`src/rtl/sdram_bist.sv`:
```
// Built-in self-test sequencer for sdram_module: two-pass address-derived pattern
// write/readback over [ADDR_FIRST, ADDR_LAST], with sticky pass/fail reporting.
module sdram_bist #(
  parameter logic [21:0] ADDR_FIRST = 22'd0,
  parameter logic [21:0] ADDR_LAST  = 22'd15,
  parameter logic [15:0] SEED       = 16'h1248
) (
  input  logic        CLK,
  input  logic        RSTn,
  input  logic        Start_Sig,
  input  logic        Busy_Sig,
  input  logic        Done_Sig,
  input  logic [15:0] RdData,
  output logic        WrEN_Sig,
  output logic        RdEN_Sig,
  output logic [21:0] BRC_Addr,
  output logic [15:0] WrData,
  output logic        Pass_Sig,
  output logic        Fail_Sig,
  output logic [7:0]  Err_Cnt,
  output logic [21:0] Fail_Addr,
  output logic [3:0]  LED
);

  typedef enum logic [2:0] {S_IDLE, S_INIT, S_WR, S_WGAP, S_RD, S_CHK} state_t;

  state_t      state, state_n;
  logic [21:0] addr, addr_n;
  logic        phase, phase_n;
  logic        wr_n, rd_n, pass_n, fail_n;
  logic [21:0] brc_n, faddr_n;
  logic [15:0] wdat_n;
  logic [7:0]  err_n;
  logic [3:0]  led_n;
  logic [15:0] pattern;
  logic        at_last;

  assign pattern = (addr[15:0] ^ SEED) ^ {16{phase}};
  assign at_last = (addr == ADDR_LAST);

  always_ff @(posedge CLK or negedge RSTn) begin
    if (!RSTn) begin
      state     <= S_IDLE;
      addr      <= '0;
      phase     <= 1'b0;
      WrEN_Sig  <= 1'b0;
      RdEN_Sig  <= 1'b0;
      BRC_Addr  <= '0;
      WrData    <= '0;
      Pass_Sig  <= 1'b0;
      Fail_Sig  <= 1'b0;
      Err_Cnt   <= '0;
      Fail_Addr <= '0;
      LED       <= '0;
    end else begin
      state     <= state_n;
      addr      <= addr_n;
      phase     <= phase_n;
      WrEN_Sig  <= wr_n;
      RdEN_Sig  <= rd_n;
      BRC_Addr  <= brc_n;
      WrData    <= wdat_n;
      Pass_Sig  <= pass_n;
      Fail_Sig  <= fail_n;
      Err_Cnt   <= err_n;
      Fail_Addr <= faddr_n;
      LED       <= led_n;
    end
  end

  always_comb begin
    state_n = state;
    addr_n  = addr;
    phase_n = phase;
    wr_n    = WrEN_Sig;
    rd_n    = RdEN_Sig;
    brc_n   = BRC_Addr;
    wdat_n  = WrData;
    pass_n  = Pass_Sig;
    fail_n  = Fail_Sig;
    err_n   = Err_Cnt;
    faddr_n = Fail_Addr;
    case (state)
      S_IDLE: if (Start_Sig) begin
        err_n   = '0;
        faddr_n = '0;
        pass_n  = 1'b0;
        fail_n  = 1'b0;
        phase_n = 1'b0;
        state_n = S_INIT;
      end
      S_INIT: if (!Busy_Sig) begin
        addr_n  = ADDR_FIRST;
        state_n = S_WR;
      end
      // Entry cycle raises the request; Done only counts once it is up.
      S_WR: begin
        if (!WrEN_Sig) begin
          wr_n   = 1'b1;
          brc_n  = addr;
          wdat_n = pattern;
        end else if (Done_Sig) begin
          wr_n    = 1'b0;
          state_n = S_WGAP;
        end
      end
      S_WGAP: begin
        if (at_last) begin
          addr_n  = ADDR_FIRST;
          state_n = S_RD;
        end else begin
          addr_n  = addr + 22'd1;
          state_n = S_WR;
        end
      end
      S_RD: begin
        if (!RdEN_Sig) begin
          rd_n  = 1'b1;
          brc_n = addr;
        end else if (Done_Sig) begin
          rd_n    = 1'b0;
          state_n = S_CHK;
        end
      end
      S_CHK: begin
        if (RdData != pattern) begin
          if (!Fail_Sig) faddr_n = addr;
          fail_n = 1'b1;
          if (Err_Cnt != 8'hFF) err_n = Err_Cnt + 8'd1;
        end
        // End test precedes increment so a window ending at 22'h3FFFFF never wraps.
        if (!at_last) begin
          addr_n  = addr + 22'd1;
          state_n = S_RD;
        end else if (!phase) begin
          phase_n = 1'b1;
          addr_n  = ADDR_FIRST;
          state_n = S_WR;
        end else begin
          pass_n  = ~fail_n;
          phase_n = 1'b0;
          state_n = S_IDLE;
        end
      end
      default: state_n = S_IDLE;
    endcase
    led_n = {fail_n, pass_n, phase_n, state_n != S_IDLE};
  end

endmodule

```
`config.mk`:
```
export PLATFORM = sky130hd
export DESIGN_NAME = sdram_bist
export DESIGN_NICKNAME = d
export VERILOG_FILES = /design/src/rtl/sdram_bist.sv
export SDC_FILE = /design/constraint.sdc
export NUM_CORES = 1
export LEC_CHECK = 0
export CORE_UTILIZATION = 25
export CTS_CLUSTER_DIAMETER = 80
export CTS_CLUSTER_SIZE = 28
export DETAILED_ROUTE_END_ITERATION = 16
export DONT_BUFFER_PORTS = 1
export PLACE_DENSITY = 0.4
export SETUP_SLACK_MARGIN = 0.15
export SYNTH_ARGS = -nofsm -noshare
export SYNTH_HDL_FRONTEND = slang
export SYNTH_SLANG_ARGS = --single-unit
```
`constraint.sdc`:
```
create_clock -name CLK -period 2.74 [get_ports CLK]
set_input_delay 0.274 -clock CLK [delete_from_list [all_inputs] [get_ports CLK]]
set_output_delay 0.274 -clock CLK [all_outputs]
set_load 0.01 [all_outputs]
```
Word-level counts from Yosys, hierarchy flattened
Cells that the tools add are included.
- flip-flop bits (word level): 102
- latch bits: 0
- memory bits (writable): 0
- bits in read-only memories: 0
- input port bits: 21
- output and inout bits: 76
- word-level logic and storage cells: 85
- memories: 0
- $add $sub $neg: 2
- $mul: 0
- div/mod/pow operators: 0
- magnitude comparators: 0
- equality and inequality tests: 16
- shift-type cells: 0
- multiplexer cells: 41
- bitwise gates (word level): 4
- reductions and logical operators: 10
- operators with widths (operator ; number):
    22-bit 2-to-1 mux ; 9
    22-bit case mux with 2 select lines ; 2
    22-bit case mux with 3 select lines ; 1
    3-bit 2-to-1 mux ; 8
    8-bit 2-to-1 mux ; 3
    22-bit by 1-bit adder with 22-bit output (second input constant) ; 1
    22-bit by 4-bit == test with 1-bit output (second input constant) ; 1
    3-bit case mux with 6 select lines ; 1
    16-bit != test ; 1
    8-bit case mux with 2 select lines ; 1
    16-bit bitwise XOR ; 1
    2-bit != test (second input constant) ; 7
    1-bit 2-to-1 mux ; 12
    8-bit by 1-bit adder with 8-bit output (second input constant) ; 1
    8-bit != test (second input constant) ; 1
    4-bit AND reduction ; 2
    3-bit by 2-bit == test with 1-bit output (second input constant) ; 2
    3-bit == test (second input constant) ; 2
    1-bit case mux with 2 select lines ; 3
    3-bit AND reduction ; 2
    3-bit nonzero test ; 2
    4-bit inverter ; 1
    2-bit nonzero test ; 2
    3-bit by 1-bit == test with 1-bit output (second input constant) ; 1
    5 further kinds ; 6

Longest topological paths before layout
- depth after elaboration: 9
- gate-level depth with buffers: 11
- gate-level depth less buffers: 10

Worst setup path after synthesis
OpenSTA, ideal clock, no wires.
- path type: register -> register
- start point: register addr[0]
- end point: register addr[12]
- library setup time: 0.125 ns
- data arrival time: 2.249 ns
- required time: 2.615 ns
- path slack: 0.367 ns
- cell stages (with the launch flop): 11
- buffers on the path: 0
- period minus slack after synthesis: 2.373 ns
- cells stage by stage: dfrtp_1 > ha_1 > and3_1 > nand2_1 > nor3_2 > ha_1 > o22ai_1 > nor4b_2 > nand3_1 > a21oi_1 > o22ai_1
- cells in the longest elaborated chain, start to end: 3
- elaborated cells between the ends (all ways): 7
- those cells by class: add/sub: 1; eq/ne: 2; mux: 3; reduce/logical: 1
- RTL lines (element ; line ; source):
    start, declared ; 28 ; logic [21:0] addr, addr_n;
    start signal, assigned ; 57 ; addr <= addr_n;
    22-bit by 1-bit adder with 22-bit output / 22-bit by 4-bit == test with 1-bit output (equally long branches) ; 112, 133, 39 ;
    22-bit 2-to-1 mux (tied with other cells) ; 132 ; if (!at_last) begin
    22-bit case mux with 3 select lines / 3-bit AND reduction (equally long branches) ; - ;
Several ways; a longest one is shown, not always the timed one.
A chain may end at the register's enable or synchronous reset.

Worst setup path in the final report
- start point: register addr[8]
- end point: register addr[13]
The elaborated chain is that of the path after synthesis.

==> impl_metrics.py <==
metrics = {
    "run_status": {
        "status": "finished clean",
    },
    "place": {
        "place.gp.congestion": 0.8140,
        "hpwl_um": 10760,
        "numPortBuffers": 0,
    },
    "sta": {
        "final.min_clock_period_ns": 2.433,
        "max_slew_margin_pct": 62.12,
        "skew_ns": 0.009776,
        "worst_pin_slew_ns": 0.5676,
        "rsz0062_at_grt": "false",
        "setup_viol": 0,
        "fin_crit_sh_pct": 88.79,
        "fmax_mhz": 411.0,
        "report.final.slew_viol_count": 0,
        "hold_viol": 0,
    },
    "clock_tree": {
        "clkTransAtPathRegs_ns": 0.07,
        "htree_levels": 3,
        "insertion_delay_ns": 0.36,
        "cts_tree": "done",
        "cts-root-buf": "clkbuf_16",
        "cts_buffers": 9,
        "numClockSinks": 99,
        "clockBufferDepth": 2,
    },
    "global_routing": {
        "overflow": 0,
        "track_usage_pct": 15.37,
        "grt_max_degree": 100,
        "grt_pass1_vias": 3698,
        "grt_pass1_wl_um": 23090,
        "grt_antenna_before_repair": 0,
    },
    "die": {
        "start_util_pct": 25.60,
        "rows": 51,
        "num_io_pins": 97,
        "die_x_um": 143.6,
        "die_h_um": 143.6,
        "fp.dieArea_mm2": 0.02063,
        "core-area_mm2": 0.01959,
    },
    "final_layout": {
        "post-route-util_pct": 29.35,
        "final_cell_mix": "99 x dfrtp_1, 87 x nand2_1, 35 x o21ai_0",
        "final_common_cell": "dfrtp_1",
        "drive_above_1_share_pct": 17.68,
        "final_nets": 530,
        "antenna_cells": 0,
        "synthToLayoutAreaGrowth_pct": 14.67,
    },
    "critical_path": {
        "crit_arrival_ns": 2.65,
        "crit_type": "reg -> reg",
        "r2r-end": "addr[13]$_DFFE_PN0P_",
        "critPathCaptureType": "flip-flop",
        "worstPathMaxFanout": 6,
        "rr_worst_depth": 10,
        "r2r_slack_ns": 0.31,
        "r2r-start": "addr[8]$_DFFE_PN0P_",
        "cp-start-kind": "flip-flop",
        "cp_data_required_time_ns": 2.96,
    },
    "synthesis": {
        "synth_cells": 503,
        "synth_seq_area_share_pct": 49.40,
        "syn-num-nets": 528,
        "yosys_register_bits": 99,
        "yosysUniqueCellTypes": 56,
        "synthArstFlopShare_pct": 100.0,
        "syn_area_mm2": 0.005015,
        "avgSynthCellArea_um2": 9.970,
        "synth_area_leaders": "dfrtp_1 49%, nand2_1 6.5%, mux2_2 5.2%",
        "ys_warn_count": 0,
        "synth_top_area_share_pct": 49.40,
        "synth_edf_count": 0,
        "synth_top_area_cell": "dfrtp_1",
        "synth_ff_type": "dfrtp_1",
    },
    "power_and_ir_drop": {
        "total_power_uw": 3471,
        "power.leakage_uw": 0.002572,
        "powerDensity_mw_per_mm2": 603.7,
        "ir_worst_vdd_v": 0.0002140,
    },
    "routing": {
        "via_per_inst": 4.775,
        "wl_per_cell_um": 19.44,
        "routed_wl_um": 15050,
        "drcViolationCount": 0,
        "vias": 3696,
        "drt_iter0_drc": 257,
        "postRouteAntennaNets": 0,
        "dr.pass1.iters": 4,
    },
    "run": {
        "cap_violations": 0,
    },
    "worst_hold_path": {
        "hold_start": "Done_Sig",
        "min_to": "state[0]$_DFF_PN0_",
        "hold_path_class": "in -> reg",
        "hold_depth": 1,
    },
}
==> state kept, by name, summed over array words and instances (netlist names), named ones only <==
signal and count:
BRC_Addr 22, Fail_Addr 22, state 3, WrData 16
WrEN_Sig 1, Err_Cnt 8, RdEN_Sig 1, LED 1
addr 22
==> per-layer routing <==
| layer | global-route usage, % | wire (µm) |
|---|---|---|
| met1 | 20.37 | 6816 |
| met2 | 23.10 | 6965 |
| met3 | 5.132 | 1041 |
| met4 | 5.655 | 223 |
| met5 | 0 | 0 |
==> worst max-delay path, stage by stage (launching register included) <==
cell and delay [ns]:
dfrtp_1 0.49, nor4_2 0.35, nand4_1 0.19, nor3_2 0.27
ha_1 0.20, o22ai_2 0.11, nor4b_4 0.17, buf_4 0.17
nand4_1 0.10, mux2i_1 0.19, nor2_1 0.06
==> cell usage after synthesis (all sizes together) (4+ instances only) <==
library cell  number
clkbuf            19
o31ai              4
inv                7
nor4              11
dfrtp             99
buf               26
o21ai             35
nor2              27
a21oi             10
mux2i             20
or3                7
and3               9
nand3             13
ha                 4
nand2             87
xor2              17
nor2b              4
nand4             13
xnor2             27
mux2              23
==> layout make-up <==
type	count	area, µm²
clock buffers	10	239.0
clock inverters	5	53.80
fillers	2052	13840
inverters	7	26.28
multi-input cells	352	2317
flip-flops and latches	99	2477
well taps	265	331.6
repair buffers	36	305.3
==> worst max-delay path by stage <==
stage / startpoint / endpoint / slack (ns)
2_1_floorplan: addr[0]$_DFFE_PN0P_ / addr[12]$_DFFE_PN0P_ / 0.37
3_3_place_gp: addr[0]$_DFFE_PN0P_ / addr[12]$_DFFE_PN0P_ / 0.05
3_5_place_dp: addr[0]$_DFFE_PN0P_ / addr[12]$_DFFE_PN0P_ / -0.07
4_1_cts: addr[0]$_DFFE_PN0P_ / addr[12]$_DFFE_PN0P_ / 0.16
5_1_grt: addr[8]$_DFFE_PN0P_ / addr[13]$_DFFE_PN0P_ / 0.16
6_report: addr[8]$_DFFE_PN0P_ / addr[13]$_DFFE_PN0P_ / 0.31
==> per-stage QoR <==
| stage | setup slack [ns] | cell area, µm² | std cells | hold slack, ns | setup TNS [ns] |
|---|---|---|---|---|---|
| after floorplan | 0.3667 | 5015 | 503 | -0.02159 | 0 |
| after global routing | 0.1623 | 5751 | 774 | 0.09906 | 0 |
| after CTS | 0.1575 | 5670 | 769 | -0.4045 | 0 |
| after detailed placement | -0.07240 | 5366 | 754 | -0.01764 | -0.2553 |
| after global placement | 0.04705 | 5366 | 754 | -0.01819 | 0 |
| final | 0.3072 | 5751 | 774 | 0.1202 | 0 |
==> power breakdown <==
part	leakage, µW	switching, µW	internal [µW]
registers	0.00130	144	1580
clock network	0.000148	571	725
logic	0.00113	281	169
total	0.00257	996	2480
==> cells by family (layout without fill, tap and decap cells) <==
logic type,Yosys count,in the layout,synth area share (%)
adders and majority gates,4,4,0.9980
xor gates and xnor gates,44,44,7.685
buffers and inverters,52,58,5.065
muxes,43,43,9.157
DFF,99,99,49.40
AOI/OAI and AO/OA,71,71,8.933
and+or+nand+nor,190,190,18.76
==> what timing repair did <==
item / CTS / global route
buffers inserted: 0 / 3
endpoints found under the hold margin: 99 / 99
setup endpoints to repair: 9 / 18
resized for setup: 2 / 4
pin swaps: 0 / 1
No activity file was read; power rests on OpenSTA's default activity.
